## src/rtl/tug_scorer_n.sv

```systemverilog
// Tug-of-war scorer: walks a marker across 2*STEPS+1 LEDs, shows a held round-win
// pattern, re-centres, and tracks round wins until one player takes the match.
module tug_scorer_n #(
    parameter int STEPS         = 3,
    parameter int FAVOR_LOSER   = 1,
    parameter int ROUNDS_TO_WIN = 2,
    parameter int HOLD_CYCLES   = 8
) (
    input  logic                                 clk,
    input  logic                                 rst,
    input  logic                                 winrnd,
    input  logic                                 right,
    input  logic                                 tie,
    input  logic                                 leds_on,
    output logic [2*STEPS:0]                     score,
    output logic                                 round_win,
    output logic [$clog2(ROUNDS_TO_WIN+1)-1:0]   wins_l,
    output logic [$clog2(ROUNDS_TO_WIN+1)-1:0]   wins_r,
    output logic                                 match_done,
    output logic                                 winner_left
);

    localparam int N  = 2*STEPS + 1;
    localparam int W  = $clog2(ROUNDS_TO_WIN + 1);
    localparam int TW = $clog2(HOLD_CYCLES + 1);
    // Two spare bits so p +/- 2 never wraps before the range check.
    localparam int PW = $clog2(STEPS + 1) + 2;

    typedef logic [N-1:0] score_t;
    typedef enum logic [1:0] {PLAY = 2'd0, HOLD = 2'd1, DONE = 2'd2} state_t;

    localparam score_t ONES      = '1;
    localparam score_t LEFT_PAT  = ONES << (STEPS + 1);
    localparam score_t RIGHT_PAT = ONES >> (STEPS + 1);

    localparam logic signed [PW-1:0] SMAX = PW'(STEPS);
    localparam logic signed [PW-1:0] SMIN = -SMAX;
    localparam logic signed [PW-1:0] ONE  = PW'(1);
    localparam logic [W-1:0]         RTW  = W'(ROUNDS_TO_WIN);
    localparam logic [W-1:0]         WONE = W'(1);
    localparam logic [TW-1:0]        TLOAD = TW'(HOLD_CYCLES - 1);
    localparam logic [TW-1:0]        TONE  = TW'(1);

    function automatic score_t pos_pattern(input logic signed [PW-1:0] pos);
        int idx = STEPS - int'(pos);
        return score_t'(1) << idx;
    endfunction

    state_t                 state;
    logic signed [PW-1:0]   p;
    logic [TW-1:0]          timer;

    logic                   mr;
    logic                   fav;
    logic                   win_now;
    logic signed [PW-1:0]   d;
    logic signed [PW-1:0]   p_step;
    logic signed [PW-1:0]   p_next;

    always_comb begin
        mr      = (right & leds_on) | (~right & ~leds_on);
        d       = mr ? ONE : -ONE;
        p_step  = p + d;
        // Catch-up move only when pinned at an edge and pushing back toward centre.
        fav     = (FAVOR_LOSER != 0) && leds_on &&
                  ((p == SMAX && !mr) || (p == SMIN && mr));
        p_next  = fav ? (p_step + d) : p_step;
        win_now = !fav && ((p_step > SMAX) || (p_step < SMIN));
    end

    always_ff @(posedge clk) begin
        if (rst) begin
            state       <= PLAY;
            p           <= '0;
            timer       <= '0;
            score       <= pos_pattern('0);
            round_win   <= 1'b0;
            wins_l      <= '0;
            wins_r      <= '0;
            match_done  <= 1'b0;
            winner_left <= 1'b0;
        end else begin
            round_win <= 1'b0;
            case (state)
                PLAY: begin
                    if (winrnd && !tie) begin
                        if (win_now) begin
                            state       <= HOLD;
                            timer       <= TLOAD;
                            round_win   <= 1'b1;
                            winner_left <= !mr;
                            if (mr) begin
                                score <= RIGHT_PAT;
                                if (wins_r != RTW) wins_r <= wins_r + WONE;
                            end else begin
                                score <= LEFT_PAT;
                                if (wins_l != RTW) wins_l <= wins_l + WONE;
                            end
                        end else begin
                            p     <= p_next;
                            score <= pos_pattern(p_next);
                        end
                    end
                end
                HOLD: begin
                    if (timer == '0) begin
                        if ((winner_left ? wins_l : wins_r) == RTW) begin
                            state      <= DONE;
                            match_done <= 1'b1;
                        end else begin
                            state <= PLAY;
                            p     <= '0;
                            score <= pos_pattern('0);
                        end
                    end else begin
                        timer <= timer - TONE;
                    end
                end
                DONE: begin
                end
                default: begin
                    state <= PLAY;
                    p     <= '0;
                    score <= pos_pattern('0);
                end
            endcase
        end
    end

endmodule

```

## config.mk

```make
export PLATFORM = sky130hd
export DESIGN_NAME = tug_scorer_n
export DESIGN_NICKNAME = d
export VERILOG_FILES = /design/src/rtl/tug_scorer_n.sv
export SDC_FILE = /design/constraint.sdc
export NUM_CORES = 1
export LEC_CHECK = 0
export CORE_ASPECT_RATIO = 1.4
export CORE_MARGIN = 2
export CORE_UTILIZATION = 40
export CTS_BUF_LIST = sky130_fd_sc_hd__clkbuf_2
export DETAILED_ROUTE_END_ITERATION = 10
export SLEW_MARGIN = 20
export SYNTH_ARGS = -nofsm -noshare
export SYNTH_HDL_FRONTEND = slang
export SYNTH_SLANG_ARGS = --single-unit
```

## constraint.sdc

```tcl
create_clock -name clk -period 4.06 [get_ports clk]
set_input_delay 0.812 -clock clk [delete_from_list [all_inputs] [get_ports clk]]
set_output_delay 0.812 -clock clk [all_outputs]
set_load 0.02 [all_outputs]
```

# ---- Word level (Yosys, flattened, before mapping)
# Index checks and enable logic that the tools add are counted.
dict set report op_classes {
  addsub 6
  magnitude_cmp 2
  n_eq_ne 13
  n_shift 1
  n_mux 24
  n_bitwise 9
  reduce_logical 22
}
# op n
set ops {}
lappend ops {{4-bit two-way mux} 9}
lappend ops {{7-bit two-way mux} 5}
lappend ops {{1-bit by 32-bit << shifter with 7-bit output, first input constant} 1}
lappend ops {{7-bit one-hot mux with 3 select lines} 1}
lappend ops {{2-bit inequality test, second input constant} 8}
lappend ops {{5-bit AND reduction} 3}
lappend ops {{4-bit one-hot mux with 3 select lines} 1}
lappend ops {{4-bit AND reduction} 3}
lappend ops {{2-bit two-way mux} 5}
lappend ops {{4-bit adder} 2}
lappend ops {{4-bit by 3-bit == test with 1-bit output, second input constant} 2}
lappend ops {{4-bit one-hot mux with 2 select lines} 1}
lappend ops {{1-bit inverter} 6}
lappend ops {{2-bit one-hot mux with 3 select lines} 1}
lappend ops {{3-bit AND reduction} 2}
lappend ops {{1-bit logical AND} 5}
lappend ops {{3-bit by 4-bit subtractor with 5-bit output, first input constant} 1}
lappend ops {{2-bit by 1-bit adder with 2-bit output, second input constant} 2}
lappend ops {{2-bit == test, second input constant} 2}
lappend ops {{4-bit by 3-bit greater-than comparator with 1-bit output, second input constant} 1}
lappend ops {{4-bit zero test} 1}
lappend ops {{4-bit by 3-bit less-than comparator with 1-bit output, second input constant} 1}
lappend ops {{4-bit by 1-bit subtractor with 4-bit output, second input constant} 1}
lappend ops {{1-bit zero test} 3}
lappend ops {{8 further kinds} 10}
dict set report word_totals {
  reg_bits 24
  input_bits 6
  out_inout_bits 14
  elab_cells 86
}

# ---- Depth between registers and ports, before layout
# Gate-level depths: netlist (run 1).
dict set report depth {
  depth_word 13
  ltp_mapped 16
  mapped_depth_nobuf 14
}

# ---- Worst setup path after synthesis (run 1)
# OpenSTA, ideal clock, no wires.
dict set report synth_timing {
  kind {input -> register}
  startpoint {input port right}
  endpoint {register score[3]}
  setup_ps 72
  arrival_time_ps 3680
  required_time_ps 3988
  slack_ps 308
  path_stages 15
  path_buffers 3
  path_cell_list {xnor2_2 -> clkbuf_1 -> xnor2_1 -> ha_1 -> clkbuf_1 -> clkbuf_1 -> nand2_1 -> a211oi_1 -> o21ai_0 -> xor2_1 -> ha_1 -> nor2b_1 -> o2111ai_1 -> nand3b_1 -> a2bb2oi_1}
}
dict set report synth_via {
  elab_chain_cells 13
  elab_cells_between_ends 23
  cone_classes {add/sub (3); order compare (2); shift (1); mux (5); bitwise (4); reduce/logical (8)}
}
# element line
set synth_rtl {}
lappend synth_rtl {{start, declared} 12} ;# input logic right,
lappend synth_rtl {{1-bit inverter} 61} ;# mr = (right & leds_on) | (~right & ~leds_on);
lappend synth_rtl {{1-bit AND} 61}
lappend synth_rtl {{1-bit bitwise OR (*)} 61}
lappend synth_rtl {{branches (longest 7 deep; another with 3-bit by 4-bit subtractor with 5-bit output)} --}
lappend synth_rtl {{7-bit two-way mux (*)} 87} ;# if (win_now) begin
lappend synth_rtl {{7-bit two-way mux (*)} 86} ;# if (winrnd && !tie) begin
lappend synth_rtl {{7-bit one-hot mux with 3 select lines (*)} 84} ;# case (state)
lappend synth_rtl {{end signal, assigned} 76} ;# score <= pos_pattern('0);
lappend synth_rtl {{end signal, assigned} 101} ;# score <= pos_pattern(p_next);
lappend synth_rtl {{end signal, assigned} 113} ;# score <= pos_pattern('0);
lappend synth_rtl {{end, declared} 15} ;# output logic [2*STEPS:0] score,
# Mark *: on every way between the ends. The select of a mux whose other input is x is not followed.
# A chain may end at the register's enable or synchronous reset.

# ---- Worst setup path after layout (run 1)
# Ends and elaborated chain as after synthesis.

==> metrics, run 1 <==
initial antenna violation count=0; Crit Path Max Fanout=7; vias per inst=5.72; Design Area, Final=1920 um2; CP required=4.33 ns; mean area per synthesized cell=7.95 um2; first-pass GRT wire length=6.58 mm; skew final=0.00811 ns; Core Rows=27; dpl ws=0.181 ns; RD Place Congestion=0.848; CTS root buf=clkbuf_2; CP startpoint=right; Layout Nets=240; run status=completed; ys async rst share=0%; Hold Path End=match_done; overall power=765 uW; final global-route overflow total=0; R2R Setup Slk=0.91 ns; met1 global-route usage=21.8%; syn nets=221; antenna viol nets, final=0; die height=80.1 um; fmax=278 MHz; share of cells above drive strength 1=10.7%; Post-CTS Resized=0; Port Buffers=19; worst slew pin tran=0.708 ns; final worst slack=0.467 ns; Seq cells post-synth=24; max-slew violation count=0; final setup vio count=0; vias post-DR=1532; Post-CTS Setup Bufs=0; hold path start=match_done; clk sinks=24; Multi-input gate area=1090 um2; CTS max path bufs=2; Cells after Synth=208; Max VDD drop=0.000210 V; met3 Use GR=1.93%; M2 GR Usage=31.8%; post-synth cell types=55; largest net degree at the start of global routing=23; gr busiest metal=met2; Post-Syn Area=1650 um2; Slowest-stage cell, CP=clkdlybuf4s50_1; number of max-cap violations=0; io pins=20; CTS Hold Bufs=0; WL final=3.83 mm; Worst slew margin=52.7%; crit path time final=3.59 ns; CTS clock-pin slew for the worst setup and hold paths=0.20 ns; DP Area=1910 um2; drt wl/cell=14.3 um; antenna cells=0; Worst Path Class, Setup=primary input to flop; Max stage delay on crit path=0.47 ns; Ys Warns=0; Primary FF master, synth=dfxtp_1; CP Data Arrival Time=3.86 ns; reg2reg start=p[2]; Min Hold Slack=0.456 ns; H-tree depth=1; HPWL after DPL=2.87 mm; first-pass iteration count of the detailed router=4; EDFF count, synth=0; power per cell area=398 nW/um2; startpoint types=primary input; min-delay worst type=flop to flop; Die Footprint=4670 um2; Final period util=88.5%; core box area=3950 um2; Worst-Skew Late Latency=0.32 ns; Seq. cell area=480 um2; drt initial violations=48; cells on worst reg2reg path=10; setup TNS=0 ns; Final Hold Vio Count=0; critical-path cell list=clkdlybuf4s50_1 -> xnor2_2 -> xnor2_1 -> ha_1 -> nor2_1 -> nor3_1 -> nor2_1 -> a211oi_1 -> o21ai_0 -> xor2_1 -> ha_1 -> nor2b_1 -> o2111ai_1 -> nand3b_1 -> a2bb2oi_1; Die X=58.4 um; CTS tree=built; DRC=0; hold depth=2; Fillers=407; Area Overhead vs Synth=16.2%; Tot GR Track Use=17.7%; vias in the first global route=1485; Starting Density=41.8%; TritonCTS buffer count=3; worst reg2reg path endpoint=score[3]; RSZ-0062 raised after global routing=false; register area share after synthesis=29.0%; Leakage=0.707 nW; crit end category=flop
## flip-flops by register name, indices dropped and copies added (netlist names)
signal	cells
score	7
wins_r	2
p	4
wins_l	2
match_done	1
winner_left	1
round_win	1
timer	4
state	2
## layer usage
layer | wire length (um) | up-vias
met3 | 68 | 2
met2 | 1990 | 17
met5 | 0 | -
met4 | 31 | 0
met1 | 1730 | 728
li1 | - | 785
## power by group
| part | internal, mW | switching [mW] |
|---|---|---|
| Sequential | 0.261 | 0.0326 |
| Clock | 0.0201 | 0.0668 |
| Combinational | 0.166 | 0.219 |
| Total | 0.446 | 0.318 |
## per-stage QoR
step           util [%]  cells
2_1_floorplan         -    208
3_3_place_gp       48.2    265
3_5_place_dp       48.2    265
4_1_cts            48.6    268
5_1_grt            48.6    268
6_report           48.6    268
## how the worst max path moves through the flow
stage | to | slack [ns] | cells past startpoint
detailed placement | score[3] | 0.18 | 15
global placement | score[3] | 0.27 | 15
CTS | score[3] | 0.52 | 15
floorplan | score[3] | 0.31 | 15
finish | score[3] | 0.47 | 15
global route | score[3] | 0.30 | 15
## synth_stat cells (all sizes together) (3+ instances only)
library cell   n  area share, %
clkbuf         9            2.0
ha             7            5.3
xnor2          6            3.6
nor3b          4            1.8
inv            9            2.0
dfxtp         24             29
mux2           6            4.1
nor3           5            1.5
nor2b          8            3.0
nor2          17            3.9
nor4           5            1.9
a31o           3            1.6
nand2         18            4.1
xor2           3            2.0
buf            4            1.1
nand3b         4            1.8
o21ai         10            3.0
a21oi         14            4.2
nand3          6            1.8
o211ai         7            3.2
## cell usage in the layout (no fill, tap or decap), types with 4 or more instances in the layout
| master | netlist | routed |
|---|---|---|
| clkdlybuf4s50_1 | 0 | 19 |
| dfxtp_1 | 24 | 24 |
| o21ai_0 | 9 | 9 |
| nand3_1 | 6 | 6 |
| xnor2_1 | 5 | 5 |
| ha_1 | 7 | 7 |
| o211ai_1 | 7 | 7 |
| nand3b_1 | 4 | 4 |
| nand2_1 | 18 | 18 |
| nor3_1 | 5 | 5 |
| inv_1 | 9 | 9 |
| a21oi_1 | 14 | 14 |
| nor3b_1 | 4 | 4 |
| nor2_1 | 17 | 17 |
| nor2b_1 | 8 | 8 |
| nor4_1 | 5 | 5 |
| buf_4 | 0 | 8 |
## kinds of logic (layout without fill, tap and decap cells)
| family | Yosys count | in the layout | share of synthesized area (%) |
|---|---|---|---|
| buffers and inverters | 22 | 39 | 5.14 |
| multiplexers | 6 | 6 | 4.08 |
| flip-flops | 24 | 24 | 29.0 |
| adder cells (fa/ha/maj) | 7 | 7 | 5.29 |
| AND/OR/NAND/NOR | 86 | 86 | 28.4 |
| AO/OA/AOI/OAI | 54 | 54 | 22.4 |
| XOR/XNOR | 9 | 9 | 5.67 |
## cell type report
| cell class | count | area share [%] |
|---|---|---|
| clock buffer | 3 | 0.781 |
| inverter | 9 | 1.76 |
| multi-input combinational | 162 | 56.6 |
| sequential | 24 | 25.0 |
| tap | 43 | 2.80 |
| timing repair buffer | 27 | 13.0 |
## worst max-delay path, delay by kind of cell
kind / cells / cell delay [ns]
simple gates: 5 / 0.74
fa+ha+maj: 2 / 0.57
buf+inv: 1 / 0.47
xor+xnor: 3 / 0.58
compound gates: 4 / 0.68
Note: power is estimated with default switching activity, not from simulation.
==> run 2: changes to the inputs <==
CORE_ASPECT_RATIO = not set   (was 1.4)
==> run 2 against run 1 <==
- non-clock buffer count rose by 1
- combinational power rose by 4%
- sequential share of layout area fell by 0.26 points
- fmax rose by 2.0%
- sequential power fell by 2%
- wire length rose by 1.8%
- first-iteration DRC count rose by 33%
- worst setup slack improved by 0.069 ns
- clock skew barely moved
- critical endpoint unchanged
- largest cell class unchanged
==> metrics, run 2 (synthesized netlist as in run 1, its figures left out) <==
CTS clock-pin slew for the worst setup and hold paths=0.22 ns (+0.02 ns); Starting Density=41.4% (-0.50 points); io pins=20 (unchanged); Core Rows=23 (-15%); RSZ-0062 raised after global routing=false; TritonCTS buffer count=3 (unchanged); Worst-Skew Late Latency=0.33 ns (about the same); vias per inst=5.66 (-1.0%); R2R Setup Slk=0.98 ns (+0.07 ns); Leakage=0.714 nW (+0.98%); power per cell area=400 nW/um2 (+0.44%); final global-route overflow total=0 (unchanged); max FFs per register=7 (unchanged); first-pass GRT wire length=6.27 mm (-4.7%); Regs by FF count=score: 7 flops, p: 4 flops, timer: 4 flops; initial antenna violation count=0 (unchanged); clk sinks=24 (unchanged); first-pass iteration count of the detailed router=4 (unchanged); startpoint types=primary input; Die Footprint=4670 um2 (-0.16%); Final period util=86.8% (-1.7 points); final setup vio count=0 (unchanged); setup TNS=0 ns (unchanged); CTS root buf=clkbuf_2; max-slew violation count=0 (unchanged); largest net degree at the start of global routing=22 (-4.3%); Worst Path Class, Setup=primary input to flop; die height=68.3 um (-15%); crit path time final=3.52 ns (-0.0688 ns); drt initial violations=64 (+33%); drt wl/cell=14.1 um (-1.5%); Final Util=48.5% (-0.077 points); share of cells above drive strength 1=11.0% (+0.35 points); fmax=284 MHz (+2.0%); worst slew pin tran=0.714 ns (+0.00593 ns); number of max-cap violations=0 (unchanged); crit end category=flop; CP required=4.35 ns (+0.02 ns); CTS tree=built; antenna viol nets, final=0 (unchanged); vias post-DR=1567 (+2.3%); Post-CTS Setup Bufs=0 (unchanged); Post-CTS Resized=0 (unchanged); vias in the first global route=1396 (-6.0%); most frequent cells in the layout=24 x dfxtp_1, 19 x clkdlybuf4s50_1, 18 x nand2_1; Die X=68.3 um (+17%); min-delay worst type=flop to flop; Layout Nets=241 (+0.42%); Crit Path Max Fanout=8 (+1); run status=completed; HPWL after DPL=2.89 mm (+0.69%); H-tree depth=1 (unchanged); DRC=0 (unchanged); Max VDD drop=0.000184 V (-12%); Worst slew margin=52.2% (-0.48 points); Fillers=398 (-2.2%); CTS max path bufs=2 (unchanged); RD Place Congestion=0.876 (+3.4%); Top reg by flops=score; WL final=3.90 mm (+1.8%); CTS Hold Bufs=0 (unchanged); commonest non-fill, non-tap cell in the layout=dfxtp_1; Area Overhead vs Synth=17.4%; CP Data Arrival Time=3.81 ns (-0.05 ns); Final Hold Vio Count=0 (unchanged); Port Buffers=19 (unchanged); antenna cells=0 (unchanged); Tot GR Track Use=17.5% (-0.19 points); core box area=4000 um2 (+1.2%); skew final=0.00765 ns (-0.000457 ns)
run 2: changes by cell type in the layout (fill, tap and decap cells not counted), sizes merged:
cell and delta:
clkinv +1, buf +1
run 2: worst max-delay path: stages:
cell,delay (ns)
clkdlybuf4s50_1,0.46
xnor2_2,0.22
xnor2_1,0.15
ha_1,0.30
nor2_1,0.10
nor3_1,0.14
nor2_1,0.06
a211oi_1,0.20
o21ai_0,0.13
xor2_1,0.20
ha_1,0.28
nor2b_1,0.26
o2111ai_1,0.18
nand3b_1,0.20
a2bb2oi_1,0.12
run 2: layout make-up:
cell class / count / area (um2) / share of cell area (%)
multi-input cells: 162 / 1090 / 56.1
flip-flops and latches: 24 / 480 / 24.7
repair buffers: 28 / 258 / 13.3
well taps: 50 / 62.6 / 3.22
inverters: 9 / 33.8 / 1.74
clock buffers: 3 / 15.0 / 0.773
clock inverters: 1 / 3.75 / 0.193
run 2: final timing paths:
path,cells past startpoint,start,endpoint
setup / recovery,15,right,score[3]
hold / removal,2,match_done,match_done
setup reg to reg,11,p[0],score[3]
hold reg to reg,2,match_done,match_done
run 2: per-layer routing:
metal / vias to the layer above / part of all wire, % / GRT usage, % / routed length (um)
li1: 795 / - / - / -
met4: 0 / 2.2 / 6.00 / 85
met2: 33 / 50 / 30.1 / 1950
met1: 731 / 44 / 21.4 / 1730
met5: - / 0 / 0 / 0
met3: 8 / 3.3 / 3.95 / 130
run 2: power by group:
group          switching [mW]  leakage (nW)  internal [mW]
logic                   0.231         0.505          0.168
registers              0.0254         0.195          0.261
clock network          0.0699        0.0140         0.0214
total                   0.326         0.714          0.450
run 2: stage by stage:
step                setup slack (ns)  area [um2]  hold WS [ns]  std cells  power [mW]
finish                         0.536        1940         0.459        277       0.776
detailed placement             0.198        1920         0.438        273       0.686
floorplan                      0.308        1650         0.486        208       0.574
global route                   0.284        1940         0.487        277       0.841
global placement               0.269        1920         0.435        273       0.677
CTS                            0.565        1940         0.465        277       0.782
==> run 3: changes to the inputs <==
clock period = 3.45 ns   (was 4.06 ns; I/O delays follow)
==> run 3 against run 2 <==
- utilization increased by 3.4 points
- wire length shrank 0.90%
- clock-buffer cell count stayed put
- global-route usage is 0.95 points higher
==> metrics, run 3 (synthesized netlist as in run 1, its figures left out) <==
run status=completed; Die X=68.3 um (unchanged); die height=68.3 um (unchanged); clk sinks=24 (unchanged); drt initial violations=83 (+30%); Regs by FF count=score: 7 flops, p: 4 flops, timer: 4 flops; WL final=3.86 mm (-0.90%); Worst-Skew Late Latency=0.33 ns (about the same); RSZ-0062 raised after global routing=false; first-pass GRT wire length=6.64 mm (+5.9%); Layout Nets=258 (+7.1%); Core Rows=23 (unchanged); Final period util=94.2%; drt wl/cell=13.2 um (-6.3%); share of cells above drive strength 1=18.5% (+7.5 points); CTS root buf=clkbuf_2; final global-route overflow total=0 (unchanged); initial antenna violation count=0 (unchanged); antenna cells=0 (unchanged); io pins=20 (unchanged); DRC=0 (unchanged); CP Data Arrival Time=3.52 ns (-0.29 ns); H-tree depth=1 (unchanged); first-pass iteration count of the detailed router=4 (unchanged); CP delay by family, top=simple AND/OR/NAND/NOR gates; max-slew violation count=0 (unchanged); Slowest-stage cell, CP=clkdlybuf4s50_1; CTS clock-pin slew for the worst setup and hold paths=0.20 ns (-0.02 ns); Max stage delay on crit path=0.53 ns (+0.07 ns); core box area=4000 um2 (unchanged); Tot GR Track Use=18.5% (+0.95 points); Buf/Inv on CP=1 (unchanged); Area Overhead vs Synth=25.6%; Crit Path Max Fanout=3 (-5); skew final=0.0121 ns (+0.00442 ns); final worst slack=0.201 ns (-0.336 ns); Worst slew margin=55.1% (+2.9 points); crit end category=flop; crit path time final=3.25 ns; Leakage=0.794 nW (+11%); vias in the first global route=1465 (+4.9%); min-delay worst type=flop to flop; vias post-DR=1594 (+1.7%); commonest non-fill, non-tap cell in the layout=buf_4; critical-path cell list=clkdlybuf4s50_1 -> xnor2_2 -> xnor2_1 -> ha_2 -> nor4_2 -> a21oi_1 -> nor3b_1 -> o21ai_0 -> xor2_1 -> ha_1 -> nor2b_2 -> o2111ai_1 -> nand3b_1 -> a2bb2oi_1; Final Hold Vio Count=0 (unchanged); Worst Path Class, Setup=primary input to flop; CP required=3.72 ns (-0.63 ns); Die Footprint=4670 um2 (unchanged); largest net degree at the start of global routing=23 (+4.5%); max FFs per register=7 (unchanged); final setup vio count=0 (unchanged); number of max-cap violations=0 (unchanged); HPWL after DPL=2.92 mm (+0.76%); startpoint types=primary input; antenna viol nets, final=0 (unchanged); vias per inst=5.44 (-3.8%); CTS tree=built; Top reg by flops=score; overall power=991 uW (+28%); TritonCTS buffer count=3 (unchanged); CTS max path bufs=2 (unchanged); power per cell area=477 nW/um2 (+19%); most frequent cells in the layout=26 x buf_4, 24 x dfxtp_1, 19 x clkdlybuf4s50_1; fmax=308 MHz; Starting Density=41.4% (unchanged); worst slew pin tran=0.672 ns (-0.0422 ns); Max VDD drop=0.000383 V (+110%); dpl ws=-0.217 ns (-0.415 ns); setup TNS=0 ns (unchanged); Port Buffers=19 (unchanged); RD Place Congestion=0.815 (-7.0%)
run 3: cell count changes in the layout (fill, tap and decap cells not counted), sizes merged:
cell    before  now
clkinv       1    0
buf          9   26
run 3: area by class of cell:
cell class	count	area, um2
well taps	50	62.6
multi-input cells	162	1100
clock buffers	3	15.0
fillers	388	1920
inverters	9	33.8
flip-flops and latches	24	480
repair buffers	45	385
run 3: path summary, 6_finish.rpt:
| path | slack [ns] | endpoint | cells past startpoint | startpoint |
|---|---|---|---|---|
| max | 0.20 | score[3] | 14 | leds_on |
| min | 0.46 | match_done | 2 | match_done |
| min reg2reg | 0.46 | match_done | 2 | match_done |
| max reg2reg | 0.52 | score[2] | 13 | p[1] |
run 3: report_power, final:
part | total [mW] | internal, mW | switching (mW)
Combinational | 0.538 | 0.266 | 0.272
Clock | 0.101 | 0.0237 | 0.0778
Sequential | 0.351 | 0.307 | 0.0446
run 3: metal layers:
layer	vias up	share of wire [%]	track usage (%)
li1	828	-	-
met1	739	47	24.3
met2	25	49	31.4
met3	2	3.3	3.78
met4	0	0.39	3.25
met5	-	0	0
run 3: timing repair:
item | in CTS | in global routing
gates resized for setup | 0 | 3
buffers inserted | 0 | 2
setup endpoints to repair | 0 | 5
hold buffers | 0 | 0
run 3: metrics by stage:
step / hold slack, ns / instance area [um2] / utilization [%] / instances
after floorplan: 0.486 / 1660 / - / 208
after global placement: 0.436 / 2040 / 50.9 / 288
after detailed placement: 0.438 / 2040 / 50.9 / 288
after CTS: 0.463 / 2050 / 51.3 / 291
after global routing: 0.491 / 2080 / 51.9 / 293
final: 0.462 / 2080 / 51.9 / 293
run 3: tightest hold or removal path, cell delays in order, from the launching register on:
cell and delay, ns:
dfxtp_1 0.35, inv_1 0.05, a21oi_1 0.05
